### config.mk
export PLATFORM = sky130hd
export DESIGN_NAME = rx_ext_ts_flat
export DESIGN_NICKNAME = d
export VERILOG_FILES = /design/src/rtl/rx_ext_ts_if.sv /design/src/rtl/rx_ext_ts.sv /design/src/flat_wrapper.sv
export SDC_FILE = /design/constraint.sdc
export NUM_CORES = 2
export LEC_CHECK = 0
export CORE_ASPECT_RATIO = 1.25
export CORE_MARGIN = 2
export CORE_UTILIZATION = 30
export CTS_BUF_LIST = sky130_fd_sc_hd__clkbuf_4
export DETAILED_ROUTE_END_ITERATION = 16
export GPL_TIMING_DRIVEN = 0
export HOLD_SLACK_MARGIN = 0.08
export PLACE_DENSITY = 0.58
export SYNTH_ARGS = -nofsm -noshare
export SYNTH_HDL_FRONTEND = slang
export SYNTH_SLANG_ARGS = --single-unit
### constraint.sdc
create_clock -name rx_clk -period 25.1 [get_ports rx_clk]
set_clock_uncertainty 0.15 [all_clocks]
set_input_delay 5.02 -clock rx_clk [delete_from_list [all_inputs] [get_ports rx_clk]]
set_output_delay 5.02 -clock rx_clk [all_outputs]
set_load 0.01 [all_outputs]
### src/rtl/rx_ext_ts_if.sv
// Bundle of the XGMII RX stream, parser sideband, RTC and timestamp FIFO readout for rx_ext_ts.
// Latency: none, this is wiring only.
// Backpressure: none; the stream free-runs and the FIFO side is a plain pop strobe.
interface rx_ext_ts_if #(
  parameter int FIFO_AW = 3
);
  logic             rx_clk_en_i;
  logic [63:0]      rxd_i;
  logic [7:0]       rxc_i;
  logic [63:0]      rxd_o;
  logic [7:0]       rxc_o;
  logic [79:0]      rtc_time_i;
  logic [31:0]      tsu_cfg_i;
  logic [10:0]      eth_count_i;
  logic [10:0]      ptp_addr_base_i;
  logic [3:0]       ptp_messageType_i;
  logic             is_ptp_message_i;
  logic             ts_rd_en_i;
  logic             ts_empty_o;
  logic [99:0]      ts_data_o;
  logic [FIFO_AW:0] ts_level_o;
  logic [15:0]      ts_drop_cnt_o;

  // Upstream / host side
  modport master (
    output rx_clk_en_i, rxd_i, rxc_i, rtc_time_i, tsu_cfg_i, eth_count_i,
           ptp_addr_base_i, ptp_messageType_i, is_ptp_message_i, ts_rd_en_i,
    input  rxd_o, rxc_o, ts_empty_o, ts_data_o, ts_level_o, ts_drop_cnt_o
  );

  // Extractor side
  modport slave (
    input  rx_clk_en_i, rxd_i, rxc_i, rtc_time_i, tsu_cfg_i, eth_count_i,
           ptp_addr_base_i, ptp_messageType_i, is_ptp_message_i, ts_rd_en_i,
    output rxd_o, rxc_o, ts_empty_o, ts_data_o, ts_level_o, ts_drop_cnt_o
  );
endinterface

### src/rtl/rx_ext_ts.sv
// Pulls embedded ingress ns + sequenceId from PTP event frames, rebuilds seconds from the RTC, queues entries.
// Latency: XGMII pass-through 1 enabled cycle; entry visible 1 cycle after the PUSH state.
// Backpressure: none; a full FIFO drops the entry and bumps a saturating counter. Optional RX_EXT_TS_CLEAR_EN zeroes the field.
module rx_ext_ts #(
  parameter int FIFO_DEPTH = 8,
  parameter int FIFO_AW    = 3
) (
  input logic        rx_clk,
  input logic        rx_rst_n,
  rx_ext_ts_if.slave bus
);
  typedef enum logic [1:0] {IDLE, HDR, WAIT_EOF, PUSH} state_t;

  state_t      state;
  logic [5:0]  mask;
  logic [31:0] ns_cap;
  logic [15:0] seq_cap;
  logic [3:0]  type_cap;

  logic [10:0] rel [8];
  logic        is_start, is_term, is_err, capture_en, mask_full;
  logic [5:0]  hit;
  logic [31:0] ns_nxt;
  logic [15:0] seq_nxt;
  logic [63:0] rxd_nxt;
  logic [47:0] sec;

  logic [99:0]      mem [FIFO_DEPTH];
  logic [FIFO_AW:0] wr_ptr, rd_ptr, level;
  logic             full, empty, pop, push_req, push;
  logic [15:0]      drop_cnt;
  logic             unused_cfg;

  // Byte offset of each lane relative to the PTP header start
  for (genvar g = 0; g < 8; g++) begin : g_lane
    assign rel[g] = bus.eth_count_i + 11'(g) - bus.ptp_addr_base_i;
  end

  assign is_start   = bus.rxc_i[0] && (bus.rxd_i[7:0] == 8'hFB);
  assign capture_en = bus.tsu_cfg_i[5] & bus.is_ptp_message_i & ~bus.ptp_messageType_i[3];
  assign mask_full  = &(mask | hit);
  assign unused_cfg = ^{bus.tsu_cfg_i[31:6], bus.tsu_cfg_i[4:0]};

  // Lane decode: control characters and header bytes of interest in this word
  always_comb begin
    is_term = 1'b0;
    is_err  = 1'b0;
    hit     = '0;
    ns_nxt  = ns_cap;
    seq_nxt = seq_cap;
    for (int i = 0; i < 8; i++) begin
      if (bus.rxc_i[i]) begin
        if (bus.rxd_i[8*i +: 8] == 8'hFD) is_term = 1'b1;
        if (bus.rxd_i[8*i +: 8] == 8'hFE) is_err = 1'b1;
      end else begin
        case (rel[i])
          11'd16:  begin ns_nxt[31:24] = bus.rxd_i[8*i +: 8]; hit[0] = 1'b1; end
          11'd17:  begin ns_nxt[23:16] = bus.rxd_i[8*i +: 8]; hit[1] = 1'b1; end
          11'd18:  begin ns_nxt[15:8]  = bus.rxd_i[8*i +: 8]; hit[2] = 1'b1; end
          11'd19:  begin ns_nxt[7:0]   = bus.rxd_i[8*i +: 8]; hit[3] = 1'b1; end
          11'd30:  begin seq_nxt[15:8] = bus.rxd_i[8*i +: 8]; hit[4] = 1'b1; end
          11'd31:  begin seq_nxt[7:0]  = bus.rxd_i[8*i +: 8]; hit[5] = 1'b1; end
          default: ;
        endcase
      end
    end
  end

`ifdef RX_EXT_TS_CLEAR_EN
  // Restore messageTypeSpecific to zero on qualified frames while the header streams past
  always_comb begin
    rxd_nxt = bus.rxd_i;
    for (int i = 0; i < 8; i++) begin
      if (state == HDR && capture_en && !bus.rxc_i[i] && rel[i] >= 11'd16 && rel[i] <= 11'd19)
        rxd_nxt[8*i +: 8] = 8'h00;
    end
  end
`else
  assign rxd_nxt = bus.rxd_i;
`endif

  // Pass-through register, advancing only on enabled cycles
  always_ff @(posedge rx_clk or negedge rx_rst_n) begin
    if (!rx_rst_n) begin
      bus.rxd_o <= '0;
      bus.rxc_o <= '0;
    end else if (bus.rx_clk_en_i) begin
      bus.rxd_o <= rxd_nxt;
      bus.rxc_o <= bus.rxc_i;
    end
  end

  // Frame tracking FSM with the header shadow registers
  always_ff @(posedge rx_clk or negedge rx_rst_n) begin
    if (!rx_rst_n) begin
      state    <= IDLE;
      mask     <= '0;
      ns_cap   <= '0;
      seq_cap  <= '0;
      type_cap <= '0;
    end else if (bus.rx_clk_en_i) begin
      case (state)
        IDLE: begin
          mask <= '0;
          if (is_start) state <= HDR;
        end
        HDR: begin
          if (is_start) begin
            mask <= '0;
          end else begin
            mask    <= mask | hit;
            ns_cap  <= ns_nxt;
            seq_cap <= seq_nxt;
            if (is_err) begin
              state <= IDLE;
            end else if (mask_full && capture_en) begin
              type_cap <= bus.ptp_messageType_i;
              state    <= is_term ? PUSH : WAIT_EOF;
            end else if (is_term || mask_full) begin
              state <= IDLE;
            end
          end
        end
        WAIT_EOF: begin
          if (is_start) begin
            mask  <= '0;
            state <= HDR;
          end else if (is_err) begin
            state <= IDLE;
          end else if (is_term) begin
            state <= PUSH;
          end
        end
        PUSH: begin
          mask  <= '0;
          state <= is_start ? HDR : IDLE;
        end
        default: state <= IDLE;
      endcase
    end
  end

  // The embedded ns was stamped less than a second ago, so at most one seconds borrow
  assign sec = (ns_cap <= bus.rtc_time_i[31:0]) ? bus.rtc_time_i[79:32]
                                                : bus.rtc_time_i[79:32] - 48'd1;

  assign level    = wr_ptr - rd_ptr;
  assign empty    = (level == '0);
  assign full     = level[FIFO_AW];
  assign pop      = bus.ts_rd_en_i & ~empty;
  assign push_req = bus.rx_clk_en_i & (state == PUSH);
  assign push     = push_req & (~full | pop);

  // Entry storage; read data is masked while empty so no reset is needed here
  always_ff @(posedge rx_clk) begin
    if (push) mem[wr_ptr[FIFO_AW-1:0]] <= {type_cap, seq_cap, sec, ns_cap};
  end

  // FIFO pointers and saturating drop counter; pops ignore the clock enable
  always_ff @(posedge rx_clk or negedge rx_rst_n) begin
    if (!rx_rst_n) begin
      wr_ptr   <= '0;
      rd_ptr   <= '0;
      drop_cnt <= '0;
    end else begin
      if (push) wr_ptr <= wr_ptr + 1'b1;
      if (pop)  rd_ptr <= rd_ptr + 1'b1;
      if (push_req && !push && drop_cnt != 16'hFFFF) drop_cnt <= drop_cnt + 16'd1;
    end
  end

  assign bus.ts_empty_o    = empty;
  assign bus.ts_level_o    = level;
  assign bus.ts_data_o     = empty ? '0 : mem[rd_ptr[FIFO_AW-1:0]];
  assign bus.ts_drop_cnt_o = drop_cnt;
endmodule

### src/flat_wrapper.sv
// flat-port wrapper written by rule: the top's interface ports become plain ports
module rx_ext_ts_flat 
#(
  parameter int FIFO_DEPTH = 8,
  parameter int FIFO_AW    = 3
)
  (rx_clk, rx_rst_n, bus_rx_clk_en_i, bus_rxd_i, bus_rxc_i, bus_rtc_time_i, bus_tsu_cfg_i, bus_eth_count_i, bus_ptp_addr_base_i, bus_ptp_messageType_i, bus_is_ptp_message_i, bus_ts_rd_en_i, bus_rxd_o, bus_rxc_o, bus_ts_empty_o, bus_ts_data_o, bus_ts_level_o, bus_ts_drop_cnt_o);
  rx_ext_ts_if #(.FIFO_AW(FIFO_AW)) bus_i ();
  input logic rx_clk;
  input logic rx_rst_n;
  input wire logic [$bits(bus_i.rx_clk_en_i)-1:0] bus_rx_clk_en_i;
  input wire logic [$bits(bus_i.rxd_i)-1:0] bus_rxd_i;
  input wire logic [$bits(bus_i.rxc_i)-1:0] bus_rxc_i;
  input wire logic [$bits(bus_i.rtc_time_i)-1:0] bus_rtc_time_i;
  input wire logic [$bits(bus_i.tsu_cfg_i)-1:0] bus_tsu_cfg_i;
  input wire logic [$bits(bus_i.eth_count_i)-1:0] bus_eth_count_i;
  input wire logic [$bits(bus_i.ptp_addr_base_i)-1:0] bus_ptp_addr_base_i;
  input wire logic [$bits(bus_i.ptp_messageType_i)-1:0] bus_ptp_messageType_i;
  input wire logic [$bits(bus_i.is_ptp_message_i)-1:0] bus_is_ptp_message_i;
  input wire logic [$bits(bus_i.ts_rd_en_i)-1:0] bus_ts_rd_en_i;
  output wire logic [$bits(bus_i.rxd_o)-1:0] bus_rxd_o;
  output wire logic [$bits(bus_i.rxc_o)-1:0] bus_rxc_o;
  output wire logic [$bits(bus_i.ts_empty_o)-1:0] bus_ts_empty_o;
  output wire logic [$bits(bus_i.ts_data_o)-1:0] bus_ts_data_o;
  output wire logic [$bits(bus_i.ts_level_o)-1:0] bus_ts_level_o;
  output wire logic [$bits(bus_i.ts_drop_cnt_o)-1:0] bus_ts_drop_cnt_o;
  assign bus_i.rx_clk_en_i = bus_rx_clk_en_i;
  assign bus_i.rxd_i = bus_rxd_i;
  assign bus_i.rxc_i = bus_rxc_i;
  assign bus_i.rtc_time_i = bus_rtc_time_i;
  assign bus_i.tsu_cfg_i = bus_tsu_cfg_i;
  assign bus_i.eth_count_i = bus_eth_count_i;
  assign bus_i.ptp_addr_base_i = bus_ptp_addr_base_i;
  assign bus_i.ptp_messageType_i = bus_ptp_messageType_i;
  assign bus_i.is_ptp_message_i = bus_is_ptp_message_i;
  assign bus_i.ts_rd_en_i = bus_ts_rd_en_i;
  assign bus_rxd_o = bus_i.rxd_o;
  assign bus_rxc_o = bus_i.rxc_o;
  assign bus_ts_empty_o = bus_i.ts_empty_o;
  assign bus_ts_data_o = bus_i.ts_data_o;
  assign bus_ts_level_o = bus_i.ts_level_o;
  assign bus_ts_drop_cnt_o = bus_i.ts_drop_cnt_o;
  rx_ext_ts #(.FIFO_DEPTH(FIFO_DEPTH), .FIFO_AW(FIFO_AW)) u_core (.rx_clk(rx_clk), .rx_rst_n(rx_rst_n), .bus(bus_i));
endmodule
**Word level (Yosys, flattened, before mapping)**

Memory sizes are Yosys's and may differ from the RTL's.
Cells that the tools add are included.

- Memories kept: 1
- Input port bits: 215
- ROM bits: 0
- Register bits: 156
- Output and inout port bits: 193
- Word-level logic and storage cells: 302
- Bits in latches: 0
- RAM bits: 800

Memories:

| name | words | width | read ports | clocked after Yosys merged registers in | write ports | RTL line | source |
|---|---|---|---|---|---|---|---|
| u_core.mem | 8 | 100 | 1 | 0 | 1 | rx_ext_ts.sv:28 | `logic [99:0] mem [FIFO_DEPTH];` |

- Eq/ne operators: 74
- Shifts and indexed selects: 0
- Magnitude comparators: 1
- Add/sub/neg operators: 20
- Div/mod/pow operators: 0
- Bitwise operators: 12
- Multiply operators: 0
- Muxes and demuxes: 170
- Reduce and logical (&&, ||, !) cells: 14

Operators with widths:

| kind | number |
|---|---|
| 11-bit by 5-bit == test with 1-bit output (second input constant) | 48 |
| 8-bit two-way mux | 48 |
| 32-bit two-way mux | 8 |
| 8-bit == test (second input constant) | 17 |
| 16-bit two-way mux | 8 |
| 100-bit two-way mux | 1 |
| 11-bit subtractor | 8 |
| 1-bit two-way mux | 84 |
| 6-bit two-way mux | 10 |
| 48-bit two-way mux | 1 |
| 48-bit by 1-bit subtractor with 48-bit output (second input constant) | 1 |
| 11-bit by 3-bit adder with 11-bit output (second input constant) | 4 |
| 32-bit <= comparator | 1 |
| 11-bit by 2-bit adder with 11-bit output (second input constant) | 2 |
| 6-bit one-hot mux with 3 select lines | 1 |
| 16-bit by 1-bit adder with 16-bit output (second input constant) | 1 |
| 2-bit two-way mux | 8 |
| 16-bit != test (second input constant) | 1 |
| 11-bit by 1-bit adder with 11-bit output (second input constant) | 1 |
| 5-bit AND reduction | 2 |
| 4-bit by 1-bit adder with 4-bit output (second input constant) | 2 |
| 4-bit by 1-bit != test with 1-bit output (second input constant) | 2 |
| 2-bit one-hot mux with 4 select lines | 1 |
| 6-bit OR | 1 |
| other kinds (17) | 30 |

**Depth between registers and ports, before layout**

- Depth in word-level cells: 26
- Mapped depth: 19
- Depth with buffers taken out: 17

**Worst setup path after synthesis**

No wires, ideal clock.

- Path kind: in2reg
- Start: input port bus_rx_clk_en_i
- End: memory u_core.mem[0][0] (enable)
- Path buffers: 1
- Arrival time: 15044 ps
- Cell stages on the path: 4
- Slack: 9102 ps
- Data required time: 24146 ps
- Cell sequence: clkbuf_1 -> nand3_1 -> or2_2 -> nor4_1

- Longest elaborated chain between the ends: 4

Ends and longest elaborated chain:

| what | RTL line | source |
|---|---|---|
| start, declared | flat_wrapper.sv:11 | `input wire logic [$bits(bus_i.rx_clk_en_i)-1:0] bus_rx_clk_en_i;` |
| 1-bit AND | rx_ext_ts.sv:151 | `assign push_req = bus.rx_clk_en_i & (state == PUSH);` |
| 1-bit AND | rx_ext_ts.sv:152 | `assign push = push_req & (~full \| pop);` |
| 1-bit two-way mux | rx_ext_ts.sv:156 | `if (push) mem[wr_ptr[FIFO_AW-1:0]] <= {type_cap, seq_cap, sec, ns_cap};` |
| 1-bit two-way mux (implied by the code) | rx_ext_ts.sv:156 |  |
| end, declared | rx_ext_ts.sv:28 |  |

No other way between the ends.

**Worst setup path after layout**

- Start: register u_core.rd_ptr[1]
- End: output port bus_ts_data_o[85]

- Longest elaborated chain between the ends: 3

Ends and longest elaborated chain:

| what | RTL line | source |
|---|---|---|
| start, declared | rx_ext_ts.sv:29 | `logic [FIFO_AW:0] wr_ptr, rd_ptr, level;` |
| start signal, assigned | rx_ext_ts.sv:167 | `if (pop) rd_ptr <= rd_ptr + 1'b1;` |
| 4-bit subtractor | rx_ext_ts.sv:147 | `assign level = wr_ptr - rd_ptr;` |
| 4-bit logical NOT | rx_ext_ts.sv:148 | `assign empty = (level == '0);` |
| 100-bit two-way mux (*) | rx_ext_ts.sv:174 | `assign bus.ts_data_o = empty ? '0 : mem[rd_ptr[FIFO_AW-1:0]];` |
| end, declared | flat_wrapper.sv:24 | `output wire logic [$bits(bus_i.ts_data_o)-1:0] bus_ts_data_o;` |

Mark *: on every way between the ends. The rest lies on a longest branch, timed or not.

==> run summary <==
Post-synth ARST share: 16.32%
Max FO, Critical Path: 10
min-delay src: u_core.rd_ptr[3]$_DFFE_PN0P_
DRC: 0
CTS buffer count: 233
Hold Vio Cnt, Final: 0
crit-path most repeated cell: clkbuf_1
clk buf depth: 3
TritonRoute pass-1 iters: 9
setup ws final: 12.47 ns
Rows: 160
layout cells sized above 1: 21.54%
first-pass GRT wire length: 234000 µm
post_cts resized: 0
I/O Buffers: 326
leakage power: 20.12 nW
Clk pin slew, worst setup/hold paths: 0.07 ns
Max Cap Viol: 0
reg-to-reg critical path startpoint: u_core.rd_ptr[1]$_DFFE_PN0P_
worst r2r path cells: 20
CP Depth: 14
Iter 0 DRT Violations: 3107
PwrDens: 85.49 nW/µm²
Core Region: 151900 µm²
CP top delay family: buffers and inverters
Tmin final: 12.63 ns
Final Util: 36.88%
Fmax: 79.17 MHz
startpoint types: register
Hold WC Path Type: reg2reg
Synth Net Count: 3565
nets: 4238
Detail Route Antenna Nets: 0
largest net degree at the start of global routing: 88
IO Pins: 408
post-route cell area: 56040 µm²
Die Area: 155800 µm²
number of synthesized register bits: 956
Crit. Startpoint: u_core.rd_ptr[1]$_DFFE_PN0P_
Top FF cell, synth: edfxtp_1
most frequent cells in the layout: 800 x edfxtp_1, 350 x clkbuf_4, 325 x nand2_1, 325 x clkdlybuf4s50_1, 203 x a21oi_1
CP Cell Sequence: clkbuf_1, clkbuf_1, clkbuf_1, inv_1, ha_1, a21o_1, a21oi_1, xnor2_1, inv_1, nor4_1, clkbuf_1, clkbuf_1, a21oi_1, clkdlybuf4s50_1
setup TNS: 0 ns
Slew Limit Fails: 0
r2r endpoint: u_core.mem[0][40]$_DFFE_PP_
IR drop worst, VDD: 0.05416 mV
global route overflow: 0
setup bufs post-CTS: 0
crit path DAT: 7.46 ns
Post-DP HPWL: 119100 µm
CTS sink cnt: 956
GRT Total Usage: 20.73%
flop2flop setup slack: 18.82 ns
Final Non-Filler Cells: 6166
Post-CTS Hold Buffers: 0
syn_area_per_cell: 14.02 µm²
synthesized area: 45810 µm²
P&R area growth vs syn: 22.34%
Initial Utilization: 30.15%
initial antenna violation count: 10
setup violators final: 0
width of the chip: 353.5 µm
dpl ws: 13.25 ns
Worst-Margin Slew: 1.437 ns
latest clock arrival within the worst-skew pair: 1.24 ns
crit path to: bus_ts_data_o[85]
Final Power: 4.791 mW
post-synthesis cell type count: 104
critical path capture point type: output port
Max stage delay on crit path: 0.95 ns
CTS root buf: clkbuf_4
Critical path buffers and inverters: 8
vias per cell: 5.371
Post-DP Area: 52860 µm²
critical setup path kind: reg2out
WP data required: 19.93 ns
routed wire length: 165100 µm
Final period util: 50.32%
WHS: 0.3356 ns
commonest non-fill, non-tap cell in the layout: edfxtp_1
Cells after Synth: 3267
H-tree Lvls: 4
WL/cell: 26.77 µm
via count: 33120
Max-slew headroom: 3.431%
CTS tree: built
status: completed
die height: 440.9 µm
vias in the first global route: 33280
unrepaired setup endpoints after global routing: false
Yosys warnings: 0
Post-synth EDFFs: 800
Crit-path slowest cell: clkbuf_1
Cells after DPL: 5730
placer congestion estimate: 0.9735
post-synthesis sequential area ratio: 60.97%
Yosys cell counts (54+ instances only):
cell	count	share of area, %
nand3_1	54	0.59
a21oi_1	203	2.2
dfrtp_1	156	8.5
buf_1	59	0.48
ha_1	67	1.8
xnor2_1	59	1.1
nand2_1	325	2.7
o21ai_0	80	0.87
edfxtp_1	800	52
mux2_2	125	3.1
inv_1	88	0.72
nor2_1	147	1.2
clkbuf_1	141	1.2
mux4_2	200	9.8
cell families (layout without fill, tap and decap cells):
family                   Yosys count  after routing  synth area share [%]
flip-flops                       956            956                 60.97
multiplexers                     368            368                 13.88
AND/OR/NAND/NOR                  870            870                 9.650
AO/OA/AOI/OAI                    575            575                 8.246
XOR/XNOR                         108            108                 2.081
other                              0              9                     0
buffers and inverters            306           1171                 2.622
adder cells (fa/ha/maj)           84             84                 2.554
where the power goes:
part	switching [mW]	leakage, nW	internal (mW)	total (mW)
logic	0.870	8.56	0.674	1.54
registers	0.0967	9.70	1.80	1.89
clock network	0.663	1.86	0.689	1.35
registers in the layout, indices dropped and copies added (netlist names):
name	flops
u_core.seq_cap	16
u_core.mem	800
u_core.type_cap	4
u_core.bus.ts_drop_cnt_o	16
u_core.state	2
u_core.bus.rxd_o	64
u_core.wr_ptr	4
u_core.mask	6
u_core.bus.rxc_o	8
u_core.rd_ptr	4
u_core.ns_cap	32
cell type report:
class	count	area [µm²]
fillers	14690	95910
flip-flops and latches	956	27930
multi-input cells	2005	16730
repair buffers	438	4469
clock buffers	350	2628
well taps	2025	2534
plain buffers	215	859.6
clock inverters	77	529.3
inverters	91	341.6
diodes	9	22.52
worst min path at each step:
stage                                         to  slack, ns  cells past startpoint
detailed placement  u_core.rd_ptr[3]$_DFFE_PN0P_       0.33                      1
global route        u_core.rd_ptr[3]$_DFFE_PN0P_       0.35                      1
finish              u_core.rd_ptr[3]$_DFFE_PN0P_       0.34                      1
floorplan             u_core.mask[3]$_DFFE_PN0P_       0.30                      2
CTS                 u_core.rd_ptr[3]$_DFFE_PN0P_       0.34                      1
global placement    u_core.wr_ptr[3]$_DFFE_PN0P_       0.32                      1
metal layers:
layer	GRT usage, %	wire length [µm]	vias up
met5	0	47	-
met4	9.574	7605	8
met3	5.372	14480	389
met2	33.61	77230	1796
met1	25.96	65690	16680
li1	-	-	14240
(Power assumes the default switching activity.)
